## src/rtl/systolic_feed_sched_pkg.sv

```systemverilog
// Shared types and timing helpers for the systolic tile feed scheduler.
// Latency: n/a (types and constant functions only).
// Backpressure: n/a.
package systolic_feed_sched_pkg;

  typedef enum logic [2:0] {
    IDLE,
    CLEAR,
    FEED,
    DRAIN,
    READOUT,
    DONE
  } sched_state_e;

  // Cycles from the last operand read until the final PE has produced its result:
  // buffer read latency, row and column skew of the wavefront, then the MAC pipeline.
  // The skew-buffer instantiation calls this same function so both sides agree.
  function automatic int drain_cycles(input int rows, input int cols,
                                      input int rd_lat, input int pe_lat);
    return rd_lat + (rows - 1) + (cols - 1) + pe_lat;
  endfunction

endpackage

```

## src/rtl/sched_counter.sv

```systemverilog
// Loadable down-counter with terminal-count flag, shared by the FEED and DRAIN phases.
// Latency: load and decrement take effect on the next clock; tc decodes the count directly.
// Backpressure: none; counts only while en=1 and saturates at zero.
module sched_counter #(
  parameter int W = 8
) (
  input  logic         clk,
  input  logic         rst,
  input  logic         load,
  input  logic [W-1:0] load_val,
  input  logic         en,
  output logic         tc
);

  logic [W-1:0] count;

  // Load has priority; decrement stops at zero so the count never wraps.
  always_ff @(posedge clk or posedge rst) begin
    if (rst) begin
      count <= '0;
    end else if (load) begin
      count <= load_val;
    end else if (en && !tc) begin
      count <= count - W'(1);
    end
  end

  assign tc = (count == '0);

endmodule

```

## src/rtl/systolic_feed_sched.sv

```systemverilog
// Sequences one systolic tile pass: clear, K operand reads, wavefront drain, ROWS result words.
// Latency: start to first result word is K + DRAIN_CYC + 2 cycles; done one cycle after the last word.
// Backpressure: result words advance only on out_valid_o && out_ready_i; starts are taken only in IDLE.
module systolic_feed_sched
  import systolic_feed_sched_pkg::*;
#(
  parameter int ROWS   = 4,
  parameter int COLS   = 4,
  parameter int K_MAX  = 256,
  parameter int RD_LAT = 1,
  parameter int PE_LAT = 1,
  localparam int KW    = $clog2(K_MAX + 1)
) (
  input  logic                    clk_i,
  input  logic                    rst_async_i,
  input  logic                    start_i,
  input  logic [KW-1:0]           k_len_i,
  output logic                    ready_o,
  output logic                    busy_o,
  output logic                    acc_clr_o,
  output logic                    rd_en_o,
  output logic [KW-1:0]           rd_addr_o,
  output logic                    feed_valid_o,
  output logic                    out_valid_o,
  output logic [$clog2(ROWS)-1:0] out_row_o,
  input  logic                    out_ready_i,
  output logic                    done_o
);

  localparam int DRAIN_CYC = drain_cycles(ROWS, COLS, RD_LAT, PE_LAT);
  // The shared counter must hold both K-1 and DRAIN_CYC-1.
  localparam int CNT_MAX   = (K_MAX > DRAIN_CYC) ? K_MAX : DRAIN_CYC;
  localparam int CW        = $clog2(CNT_MAX + 1);
  localparam int RW        = $clog2(ROWS);

  sched_state_e  state, state_next;
  logic          k_ok;
  logic          cnt_load;
  logic [CW-1:0] cnt_load_val;
  logic          cnt_en;
  logic          cnt_tc;

  assign k_ok = (k_len_i != '0) && (k_len_i <= KW'(K_MAX));

  // State register; reset abandons any pass in flight.
  always_ff @(posedge clk_i or posedge rst_async_i) begin
    if (rst_async_i) begin
      state <= IDLE;
    end else begin
      state <= state_next;
    end
  end

  // Next state and phase-counter control. The counter latches K-1 at acceptance,
  // holds it through CLEAR, then is reloaded with the drain length at the end of FEED.
  always_comb begin
    state_next   = state;
    cnt_load     = 1'b0;
    cnt_load_val = '0;
    case (state)
      IDLE: begin
        if (start_i && k_ok) begin
          state_next   = CLEAR;
          cnt_load     = 1'b1;
          cnt_load_val = CW'(k_len_i) - CW'(1);
        end
      end
      CLEAR:   state_next = FEED;
      FEED: begin
        if (cnt_tc) begin
          state_next   = DRAIN;
          cnt_load     = 1'b1;
          cnt_load_val = CW'(DRAIN_CYC - 1);
        end
      end
      DRAIN: begin
        if (cnt_tc) state_next = READOUT;
      end
      READOUT: begin
        if (out_ready_i && (out_row_o == RW'(ROWS - 1))) state_next = DONE;
      end
      DONE:    state_next = IDLE;
      default: state_next = IDLE;
    endcase
  end

  assign cnt_en = (state == FEED) || (state == DRAIN);

  sched_counter #(.W(CW)) u_phase_cnt (
    .clk      (clk_i),
    .rst      (rst_async_i),
    .load     (cnt_load),
    .load_val (cnt_load_val),
    .en       (cnt_en),
    .tc       (cnt_tc)
  );

  // Read address walks 0..K-1 during FEED and parks at 0 otherwise, so it never wraps.
  always_ff @(posedge clk_i or posedge rst_async_i) begin
    if (rst_async_i) begin
      rd_addr_o <= '0;
    end else if (state == FEED) begin
      rd_addr_o <= cnt_tc ? '0 : rd_addr_o + KW'(1);
    end
  end

  // Result row index advances only on an accepted transfer and returns to 0 after the last row.
  always_ff @(posedge clk_i or posedge rst_async_i) begin
    if (rst_async_i) begin
      out_row_o <= '0;
    end else if ((state == READOUT) && out_ready_i) begin
      out_row_o <= (out_row_o == RW'(ROWS - 1)) ? '0 : out_row_o + RW'(1);
    end
  end

  assign ready_o     = (state == IDLE);
  assign busy_o      = !ready_o;
  assign acc_clr_o   = (state == CLEAR);
  assign rd_en_o     = (state == FEED);
  assign out_valid_o = (state == READOUT);
  assign done_o      = (state == DONE);

  // feed_valid_o tracks rd_en_o through the operand-buffer read latency.
  generate
    if (RD_LAT == 0) begin : g_fv_comb
      assign feed_valid_o = rd_en_o;
    end else begin : g_fv_pipe
      logic [RD_LAT-1:0] fv_sr;
      // Shift register aligning the qualifier with returned read data.
      always_ff @(posedge clk_i or posedge rst_async_i) begin
        if (rst_async_i) begin
          fv_sr <= '0;
        end else begin
          fv_sr[0] <= rd_en_o;
          for (int i = 1; i < RD_LAT; i++) fv_sr[i] <= fv_sr[i-1];
        end
      end
      assign feed_valid_o = fv_sr[RD_LAT-1];
    end
  endgenerate

endmodule

```

## config.mk

```make
export PLATFORM = sky130hd
export DESIGN_NAME = systolic_feed_sched
export DESIGN_NICKNAME = d
export VERILOG_FILES = /design/src/rtl/systolic_feed_sched_pkg.sv /design/src/rtl/sched_counter.sv /design/src/rtl/systolic_feed_sched.sv
export SDC_FILE = /design/constraint.sdc
export NUM_CORES = 1
export LEC_CHECK = 0
export ABC_CLOCK_PERIOD_IN_PS = 4150
export CAP_MARGIN = 20
export CORE_UTILIZATION = 25
export CTS_CLUSTER_DIAMETER = 30
export CTS_CLUSTER_SIZE = 12
export DETAILED_ROUTE_END_ITERATION = 12
export SLEW_MARGIN = 20
export SYNTH_ARGS = -nofsm -noshare
export SYNTH_HDL_FRONTEND = slang
export SYNTH_SLANG_ARGS = --single-unit
```

## constraint.sdc

```tcl
create_clock -name clk_i -period 4.15 [get_ports clk_i]
set_clock_uncertainty 0.15 [all_clocks]
set_input_delay 0.6225 -clock clk_i [delete_from_list [all_inputs] [get_ports clk_i]]
set_output_delay 0.6225 -clock clk_i [all_outputs]
set_load 0.005 [all_outputs]
```

==> results of run 1 <==
[power breakdown]
part | switching (W) | internal (W)
combinational | 0.000167 | 0.000217
clock | 0.0000717 | 0.0000845
sequential | 0.000115 | 0.000320
total | 0.000354 | 0.000621
[final cells by class]
cell class,count,share of cell area
Clock buffer,4,0.0284
Inverter,8,0.0155
Multi-Input combinational cell,119,0.443
Sequential cell,24,0.310
Tap cell,75,0.0484
Timing Repair Buffer,30,0.155
[path summary, 6_finish.rpt]
kind | end | slack (ns) | cells past startpoint
max | rd_en_o | 1.32 | 3
min reg2reg | rd_addr_o[1] | 0.38 | 2
min | rd_addr_o[1] | 0.38 | 2
max reg2reg | state[0] | 1.95 | 6
max in group asynchronous | rd_addr_o[5] | 2.55 | 2
min in group asynchronous | rd_addr_o[4] | 0.73 | 2
[placed cells by master (no fill, tap or decap), drive strengths merged, types with 3 or more instances in the layout]
cell and count:
a21oi 6, ha 4, nand2 11, nor2 11
and3 4, nand3 4, xor2 5, nand4 3
o21ai 6, nor3b 4, clkdlybuf4s50 30, o211ai 3
clkbuf 4, inv 7, nor4 4, dfrtp 24
xnor2 10, mux2i 9, nor3 10
[through the flow]
stage,hold slack [ns],instance area [µm²],cells,total power [W]
after floorplan,0.358,1530,157,0.000680
after global placement,0.378,1880,256,0.000817
after detailed placement,0.373,1880,256,0.000826
after CTS,0.394,1940,260,0.000989
after global routing,0.419,1940,260,0.00107
final,0.383,1940,260,0.000975
[cell usage after synthesis, types with 3 or more instances]
cell      number
dfrtp_1       24
nand2_1       11
nor2_1        11
nor3_1        10
xnor2_1       10
mux2i_1        9
inv_1          7
o21ai_0        6
a21oi_1        5
xor2_1         5
and3_1         4
ha_1           4
nor3b_1        4
buf_2          3
nand3_1        3
nand4_1        3
o211ai_1       3
[flip-flops by register name, summed over array words and instances, names as in the netlist]
signal             cells
feed_valid_o           1
out_row_o              2
rd_addr_o              9
state                  3
u_phase_cnt.count      9
[critical path, cell delays in order, from the launching register on]
cell,delay (ns)
dfrtp_1,0.51
or3b_1,0.53
clkinv_1,0.22
clkdlybuf4s50_1,0.53
[logic make-up (layout without fill, tap and decap cells)]
family	after synthesis	count (layout)
and+or+nand+nor	64	64
AOI/OAI and AO/OA	25	25
DFF	24	24
xor gates and xnor gates	15	15
buffers and inverters	14	42
muxes	11	11
adders and majority gates	4	4
[metal layers]
| layer | global-route usage | wire, µm | part of all wire | up-vias |
|---|---|---|---|---|
| li1 | - | - | - | 618 |
| met1 | 0.143 | 1550 | 0.51 | 602 |
| met2 | 0.166 | 1370 | 0.45 | 24 |
| met3 | 0.0136 | 95 | 0.031 | 2 |
| met4 | 0.0268 | 32 | 0.011 | 0 |
| met5 | 0 | 0 | 0 | - |
==> impl_metrics.yaml, run 1 <==
worst_setup_path:
  r2r-start: "u_phase_cnt.count[0]"
  crit_type: "reg2out"
  endpoint_kind: "output port"
  critPathMaxFanout: 11
  critPathRequiredTime_ns: 3.38
  crit_path_start: "state[1]"
  arrival_ns: 2.06
  start_kind: "flip-flop"
synth:
  syn_inst: 157
  synth_mux_area_frac: 0.0734
  yosysTopAreaCellShare: 0.392
  ys_seq_area_frac: 0.392
  syn_area_um2: 1530
  yosysTopAreaCell: "dfrtp_1"
  synth_compound_gate_area_share: 0.116
  ys_ff_latch: 24
  yosys.area_share.simple: 0.252
  synth_nets: 174
  synth_edf_count: 0
  synth_cell_types: 45
  synth_fa_ha_area_frac: 0.0326
  synth_top_family_by_area: "simple AND/OR/NAND/NOR gates"
  synth_area_per_cell_um2: 9.77
  synth_ff_type: "dfrtp_1"
  synth_xor_xnor_area_share: 0.0856
  async_reset_ff_frac: 1.00
  synthTopCellsByArea: "dfrtp_1 39%, mux2i_1 5.9%, xnor2_1 5.7%"
  ys_warn_count: 0
clock_tree:
  clkSlewWorstSetupHoldPaths_ns: 0.09
  clock_tree.buffer_depth: 2
  hold_buffers: 0
  post_cts_buffers: 0
  cts_buffers: 3
  htreeDepth: 1
  clkSinkCount: 24
  cts_resized: 0
  clkLatencyLatePin_ns: 0.26
  cts_root_buffer: "clkbuf_8"
  cts_tree: "yes"
cells_and_area:
  n_fill_cell: 621
  fin_nets: 203
  regArea_um2: 601
  drive_gt1_frac: 0.0703
  final_util: 0.327
  antenna_cells: 0
  multi_input_area_um2: 858
  area_growth_pct: 26.3
global_route:
  grt_max_degree: 25
  grt_pass1_wl_um: 5280
  grt.overflow.total: 0
  grt.total_usage: 0.103
  grt_pass1_vias: 1142
  antenna_found_initial: 0
hold_path:
  hold_path_class: "reg2reg"
  hold_start: "rd_addr_o[1]"
timing:
  setup_viol: 0
  fin_crit_sh: 0.682
  drv_slew: 0
  finalHoldViolations: 0
  slew_headroom: 0.374
  fin_setup_tns_ns: 0
  rsz0062_at_grt: "no"
  finalWorstSetupSlack_ns: 1.32
  worst_pin_slew_ns: 0.938
  fin_crit_ns: 2.83
  fmax_mhz: 353
pwr:
  p_leak_nw: 0.747
  peakVddDrop_uv: 213
  p_per_area_nw_per_um2: 503
status:
  status: "finished, final reports clean"
placement:
  dpl_worst_slack_ns: 1.36
  dp.final_hpwl_um: 2320
  place.gp.congestion: 0.747
  io_buffers: 30
floorplan:
  dieHeight_um: 80.3
  core-area_um2: 5920
  initial_utilization: 0.259
  fp-row-count: 28
  dieArea_um2: 6450
  ios: 31
  dieWidth_um: 80.3
routing:
  drtIter0Drc: 38
  via_per_inst: 4.79
  vias: 1246
  ant_nets: 0
  wl_per_cell_um: 11.7
  drc: 0
  wirelength_um: 3040
  dr.pass1.iters: 4
job:
  cap_violations: 0
Power figures use the tool's default switching activity.
==> inputs of run 2 (changes only) <==
- ABC_CLOCK_PERIOD_IN_PS: 4150 -> 2700
- clock period: 4.15 -> 2.7 ns (I/O delays scaled with it)
==> run 2 against run 1 <==
  * Critical path depth unchanged
  * Clock power up 33%
  * Clock-buffer cell count down 1
  * Cell area up 0.45%
  * First-iteration DRC count down 16%
  * Cell count up 0.77%
  * Power up 52%
  * Die area unchanged
  * Sequential cell count unchanged
  * Critical path type unchanged
==> impl_metrics.yaml, run 2 (synthesized netlist as in run 1, its figures left out) <==
pwr:
  p_comb_frac: 0.408
  peakVddDrop_uv: 328
  p_clk_frac: 0.141
  seqPwrFrac: 0.451
  p_int_w: 0.000937
  switching_share: 0.366
  power.switching_w: 0.000540
  p_leak_nw: 0.754
  p_per_area_nw_per_um2: 759
clock_tree:
  cts_buffers: 3
  htreeDepth: 1
  clock_tree.buffer_depth: 2
  clkSinkCount: 24
  hold_buffers: 0
  cts_root_buffer: "clkbuf_8"
  cts_resized: 0
  post_cts_buffers: 0
  clkLatencyLatePin_ns: 0.26
  clkSlewWorstSetupHoldPaths_ns: 0.08
  cts_tree: "yes"
cells_and_area:
  fin_nets: 206
  final_cell_count_no_fill: 262
  antenna_cells: 0
  layout_commonest_cell: "clkdlybuf4s50_1"
  reg_top3: "rd_addr_o: 9 flops, u_phase_cnt.count: 9 flops, state: 3 flops"
  drive_gt1_frac: 0.0802
  final_cell_mix: "30 x clkdlybuf4s50_1, 24 x dfrtp_1, 11 x nand2_1, 11 x nor2_1"
  area_growth_pct: 26.9
global_route:
  antenna_found_initial: 0
  grt_max_degree: 25
  grt_pass1_vias: 1158
  grt_pass1_wl_um: 5310
  grt.overflow.total: 0
  grt.total_usage: 0.103
routing:
  ant_nets: 0
  via_per_inst: 4.65
  wirelength_um: 3000
  wl_per_cell_um: 11.4
  vias: 1219
  drc: 0
  dr.pass1.iters: 4
  drtIter0Drc: 32
worst_setup_path:
  crit_type: "reg2out"
  cp_cell_sequence: "or3b_1, clkinv_1, clkdlybuf4s50_1"
  critPathMaxFanout: 11
  reg2reg_slack_ns: 0.69
  slowest_delay_ns: 0.53
  start_kind: "flip-flop"
  arrival_ns: 1.90
  rr_endpoint: "u_phase_cnt.count[4]"
  rr_worst_depth: 3
  critPathRequiredTime_ns: 2.14
  endpoint_kind: "output port"
  r2r-start: "state[1]"
  critPathSlowestCell: "or3b_1"
floorplan:
  core-area_um2: 5920
  initial_utilization: 0.259
  dieWidth_um: 80.3
  ios: 31
  fp-row-count: 28
  dieArea_um2: 6450
  dieHeight_um: 80.3
timing:
  finalHoldViolations: 0
  drv_slew: 0
  fmax_mhz: 407
  fin_crit_sh: 0.910
  worst_pin_slew_ns: 0.494
  fin_setup_tns_ns: 0
  rsz0062_at_grt: "no"
  fin_crit_ns: 2.46
  slew_headroom: 0.668
  setup_viol: 0
placement:
  place_inst: 259
  dp.final_hpwl_um: 2290
  place.gp.congestion: 0.733
  io_buffers: 30
status:
  status: "finished, final reports clean"
hold_path:
  hold_path_class: "in2async"
job:
  cap_violations: 0
## run 2: changes by cell type in the layout (fill, tap and decap cells not counted)
cell | previous run | this run
clkbuf_8 | 4 | 3
buf_4 | 0 | 3
## run 2: critical path, delay by kind of cell, from the launching register on
family	cells	cell delay [ns]
DFF	1	0.51
buffers and inverters	2	0.59
and+or+nand+nor	1	0.53
## run 2: through the flow
| stage | setup slack, ns | area, µm² | util | hold slack [ns] | power (W) |
|---|---|---|---|---|---|
| global placement | 0.194 | 1910 | 0.322 | 0.379 | 0.00128 |
| finish | 0.243 | 1950 | 0.329 | 0.340 | 0.00148 |
| global route | 0.116 | 1950 | 0.329 | 0.370 | 0.00162 |
| floorplan | 0.771 | 1530 | - | 0.270 | 0.00104 |
| CTS | 0.229 | 1950 | 0.329 | 0.356 | 0.00150 |
| detailed placement | 0.132 | 1910 | 0.322 | 0.380 | 0.00128 |
## run 2: layout make-up
type / instances / area [µm²]
clock buffers: 3 / 41.3
fillers: 600 / 3970
inverters: 8 / 30.0
multi-input cells: 119 / 858
flip-flops and latches: 24 / 601
well taps: 75 / 93.8
repair buffers: 33 / 323
## run 2: routing by layer
metal / vias up / GRT usage / part of all wire
met5: - / 0 / 0
met3: 2 / 0.0102 / 0.024
met4: 0 / 0.0375 / 0.010
li1: 620 / - / -
met2: 26 / 0.171 / 0.44
met1: 571 / 0.139 / 0.53
## run 2: how the worst max path moves through the flow
| stage | slack, ns | start | cells past startpoint | endpoint |
|---|---|---|---|---|
| after floorplan | 0.77 | u_phase_cnt.count[0] | 6 | state[0] |
| after global placement | 0.19 | k_len_i[0] | 7 | u_phase_cnt.count[5] |
| after detailed placement | 0.13 | k_len_i[0] | 7 | u_phase_cnt.count[4] |
| after CTS | 0.23 | state[1] | 3 | rd_en_o |
| after global routing | 0.12 | state[1] | 3 | rd_en_o |
| final | 0.24 | state[1] | 3 | rd_en_o |
## run 2: power groups by stage
| stage | sequential [W] | combinational, W | clock (W) |
|---|---|---|---|
| final | 0.000666 | 0.000603 | 0.000208 |
| after global routing | 0.000691 | 0.000698 | 0.000234 |
| after CTS | 0.000666 | 0.000612 | 0.000218 |
| after detailed placement | 0.000674 | 0.000607 | 0 |
| after global placement | 0.000670 | 0.000605 | 0 |
| after floorplan | 0.000634 | 0.000410 | 0 |
==> inputs of run 3 (changes only) <==
- ABC_AREA: unset -> 1
==> run 3 against run 2 <==
  * The flow now finishes with violations (DRC)
  * Power increased by 40%
  * Synthesized cell count increased by 46%
  * Global-route usage increased by 0.29 points
  * Clock-buffer cell count unchanged
  * Combinational power increased by 87%
  * Sequential share of layout area decreased by 2.9 points
  * Worst hold slack got worse by 0.022 ns
==> impl_metrics.yaml, run 3 <==
cells_and_area:
  final_cell_mix: "60 x nand2_1, 32 x inv_1, 30 x clkdlybuf4s50_1"
  drive_gt1_frac: 0.126
  fin_nets: 280
  antenna_cells: 0
  final_util: 0.333
  area_growth_pct: 26.6
  layout_commonest_cell: "nand2_1"
  reg_top3: "rd_addr_o: 9 flops, u_phase_cnt.count: 9 flops, state: 3 flops"
  finalInstanceArea_um2: 2150
  n_fill_cell: 703
clock_tree:
  hold_buffers: 0
  cts_tree: "yes"
  cts_resized: 0
  clkSinkCount: 24
  clkLatencyLatePin_ns: 0.27
  clkSlewWorstSetupHoldPaths_ns: 0.09
  clock_tree.buffer_depth: 2
  cts_buffers: 3
  cts_root_buffer: "clkbuf_8"
  htreeDepth: 1
  post_cts_buffers: 0
timing:
  drv_slew: 0
  setup_viol: 0
  fmax_mhz: 450
  rsz0062_at_grt: "no"
  worst_pin_slew_ns: 0.316
  fin_setup_tns_ns: 0
  finalHoldViolations: 0
  fin_crit_sh: 0.824
  slew_headroom: 0.790
  fin_crit_ns: 2.22
  finalWorstSetupSlack_ns: 0.476
global_route:
  grt_max_degree: 25
  grt.total_usage: 0.106
  grt_pass1_vias: 1405
  grt_pass1_wl_um: 6210
  grt.overflow.total: 0
  antenna_found_initial: 0
pwr:
  power.switching_w: 0.000871
  p_int_w: 0.00120
  total_power_w: 0.00207
  peakVddDrop_uv: 424
  p_leak_nw: 1.07
  p_comb_frac: 0.545
  seqPwrFrac: 0.302
  switching_share: 0.420
  p_clk_frac: 0.153
  p_per_area_nw_per_um2: 964
placement:
  dpl_worst_slack_ns: 0.268
  place_area_um2: 2080
  place.gp.congestion: 0.822
  io_buffers: 30
  dp.final_hpwl_um: 2810
worst_setup_path:
  slowest_delay_ns: 0.55
  critPathRequiredTime_ns: 2.14
  start_kind: "flip-flop"
  critPathMaxFanout: 8
  arrival_ns: 1.67
  rr_worst_depth: 11
  endpoint_kind: "output port"
  reg2reg_slack_ns: 0.81
  cp_cell_sequence: "inv_1, nor2_1, clkdlybuf4s50_1"
  critPathSlowestCell: "clkdlybuf4s50_1"
  crit_type: "reg2out"
synth:
  synth_cell_types: 33
  synth_area_per_cell_um2: 7.38
  yosysTopAreaCell: "dfrtp_1"
  synth_edf_count: 0
  async_reset_ff_frac: 1.00
  ys_warn_count: 0
  yosysTopAreaCellShare: 0.354
  synth_nets: 247
  synth_ff_type: "dfrtp_1"
  ys_seq_area_frac: 0.354
  yosysMostFrequentCell: "nand2_1"
  ys_ff_latch: 24
  syn_area_um2: 1700
  syn_inst: 230
  ys_top_cells_by_count: "60 x nand2_1, 32 x inv_1, 24 x dfrtp_1"
  synthTopCellsByArea: "dfrtp_1 35%, nand2_1 13%, inv_1 7.1%"
floorplan:
  ios: 31
  dieArea_um2: 7120
  fp-row-count: 29
  core-area_um2: 6460
  initial_utilization: 0.263
  dieWidth_um: 84.4
  dieHeight_um: 84.4
job:
  cap_violations: 0
status:
  status: "complete, but fails checks"
  violations: "DRC"
hold_path:
  hold_path_class: "in2async"
routing:
  drc: 2
  via_per_inst: 4.53
  drtIter0Drc: 71
  wirelength_um: 3550
  vias: 1537
  wl_per_cell_um: 10.5
  dr.pass1.iters: 8
  ant_nets: 0
[run 3: cell types whose count changed in the layout (fill, tap and decap cells not counted), moves of 4 or more]
cell / before / now
nor3_1: 10 / 4
nand4_1: 3 / 10
nor2_2: 0 / 4
mux2i_1: 9 / 0
inv_1: 7 / 32
and3_1: 4 / 0
nand2_1: 11 / 60
nand3_1: 3 / 23
xnor2_1: 10 / 1
inv_2: 0 / 5
[run 3: kinds of logic after synthesis]
family          after synthesis  share of synthesized area
simple gates                131                      0.403
buf+inv                      42                      0.104
flops                        24                      0.354
compound gates               21                     0.0671
xor+xnor                      7                     0.0361
fa+ha+maj                     4                     0.0295
mux                           1                    0.00664
[run 3: worst max-delay path: cells and delay by family, from the launching register on]
kind / cells / cell delay, ns
AND/OR/NAND/NOR: 1 / 0.23
flip-flops: 1 / 0.52
buffers and inverters: 2 / 0.65
[run 3: final timing paths]
kind	to	from
hold / removal	state[2]	rst_async_i
setup / recovery	out_valid_o	state[2]
max in group asynchronous	u_phase_cnt.count[8]	rst_async_i
setup reg to reg	u_phase_cnt.count[4]	u_phase_cnt.count[0]
min in group clk_i	rd_addr_o[8]	rd_addr_o[8]
hold reg to reg	rd_addr_o[8]	rd_addr_o[8]
[run 3: power groups by stage]
| stage | Combinational (W) | Sequential (W) | Clock (W) |
|---|---|---|---|
| 2_1_floorplan | 0.000798 | 0.000601 | 0 |
| 3_3_place_gp | 0.00112 | 0.000631 | 0 |
| 3_5_place_dp | 0.00114 | 0.000632 | 0 |
| 4_1_cts | 0.00115 | 0.000624 | 0.000329 |
| 5_1_grt | 0.00129 | 0.000646 | 0.000345 |
| 6_report | 0.00113 | 0.000625 | 0.000317 |
[run 3: area by class of cell]
cell class	count	area, µm²	area share
timing repair buffer	32	315	0.147
clock inverter	1	30.0	0.0140
multi-input combinational	164	920	0.428
inverter	38	145	0.0676
sequential	24	601	0.280
clock buffer	3	41.3	0.0192
tap	77	96.3	0.0448
[run 3: per-stage QoR]
step           hold WS (ns)  cells
6_report              0.317    339
5_1_grt               0.336    339
4_1_cts               0.324    339
3_5_place_dp          0.303    335
3_3_place_gp          0.303    335
2_1_floorplan         0.270    230
[run 3: per-layer routing]
metal / GRT usage / up-vias / share of wire
li1: - / 811 / -
met1: 0.134 / 703 / 0.45
met2: 0.189 / 21 / 0.50
met3: 0.0256 / 2 / 0.042
met4: 0.0139 / 0 / 0.0023
met5: 0 / - / 0
==> RTL edit: new RTL, config.mk and constraints of run 1 <==
Set the parameter `RD_LAT` to 2 (it was 1).
--- a/src/rtl/systolic_feed_sched.sv
+++ b/src/rtl/systolic_feed_sched.sv
@@ -9,3 +9,3 @@
   parameter int K_MAX  = 256,
-  parameter int RD_LAT = 1,
+  parameter int RD_LAT = 2,
   parameter int PE_LAT = 1,
Behaviour: not the same (Yosys sat finds a counterexample within 4 cycles, from zero or initial values and one cycle with rst_async_i high).
==> RTL edit against run 1 <==
Combinational power fell by 12%. Register-to-register slack got worse by 260 ps. Wire length up 5.1%. Synthesized area decreased by 2.4%. Via count decreased by 4.2%. Cell area up 0.26%. Worst setup slack got worse by 91 ps. Sequential cell count is 1 higher. Sequential power decreased by 5.5%. Total power decreased by 7.3%. Critical path depth rose by 5. Largest power group unchanged.
==> RTL edit: results (changes against run 1) <==
met3 demand-to-capacity share in global routing 2.76% (+1.4 points); Cell Area, Placed 1870 um2 (-0.86%); Worst Hold Endpoint g_fv_pipe.fv_sr[1]; Reg2Reg Setup Slack 1690 ps (-260 ps); hold path cells 0 (-2); leading post-synthesis cells by cell area sky130_fd_sc_hd__dfrtp_1 42%, sky130_fd_sc_hd__xnor2_1 5.3%, sky130_fd_sc_hd__nand2_1 3.8%; Register Area 626 um2 (+4.2%); hold_sp g_fv_pipe.fv_sr[0]; placer's final routability congestion estimate 0.800 (+7.1%); Site Rows 27 (-3.6%); Overall Global Routing Usage 10.9% (+0.62 points); average instance area after synthesis 9.47 um2 (-3.1%); Filler Cells Inserted 586 (-5.6%); leakage 0.781 nW (+4.5%); run status finished clean; pin slew with the least headroom to its limit 795 ps (-143 ps); worst-case setup slack after placement 958 ps (-407 ps); highest net fanout along the worst path 5 (-6); final layout net count 206 (+1.5%); destination of the worst register-to-register timing path u_phase_cnt.count[1]; vias in the first global route 1159 (+1.5%); total chip power 903 uW (-7.3%); delay of the slowest critical-path stage 490 ps (-40 ps); sequential cell count 25 (+4.2%); number of design-rule violations left by the first detailed-router iteration 52 (+37%); startpoint of the worst-slack reg-to-reg timing path u_phase_cnt.count[2]; non-clock buffer instance count of the final layout 31 (+3.3%)
-- RTL edit: kinds of logic (layout without fill, tap and decap cells) --
| kind of cell | Yosys count | in the layout | share of synthesized area, % |
|---|---|---|---|
| simple gates | 66 | 66 | 25.0 |
| mux | 7 | 7 | 4.93 |
| fa+ha+maj | 4 | 4 | 3.34 |
| compound gates | 28 | 28 | 12.8 |
| xor+xnor | 15 | 15 | 8.78 |
| buf+inv | 13 | 43 | 3.34 |
| flops | 25 | 25 | 41.8 |
-- RTL edit: how the worst max path moves through the flow --
stage | start | to | slack, ps | depth (start not counted)
after floorplan | k_len_i[0] | state[0] | 1650 | 7
after global placement | k_len_i[0] | state[0] | 1020 | 8
after detailed placement | k_len_i[0] | state[0] | 960 | 8
after CTS | k_len_i[0] | state[0] | 1250 | 8
after global routing | k_len_i[0] | state[0] | 1160 | 8
final | k_len_i[0] | state[0] | 1230 | 8
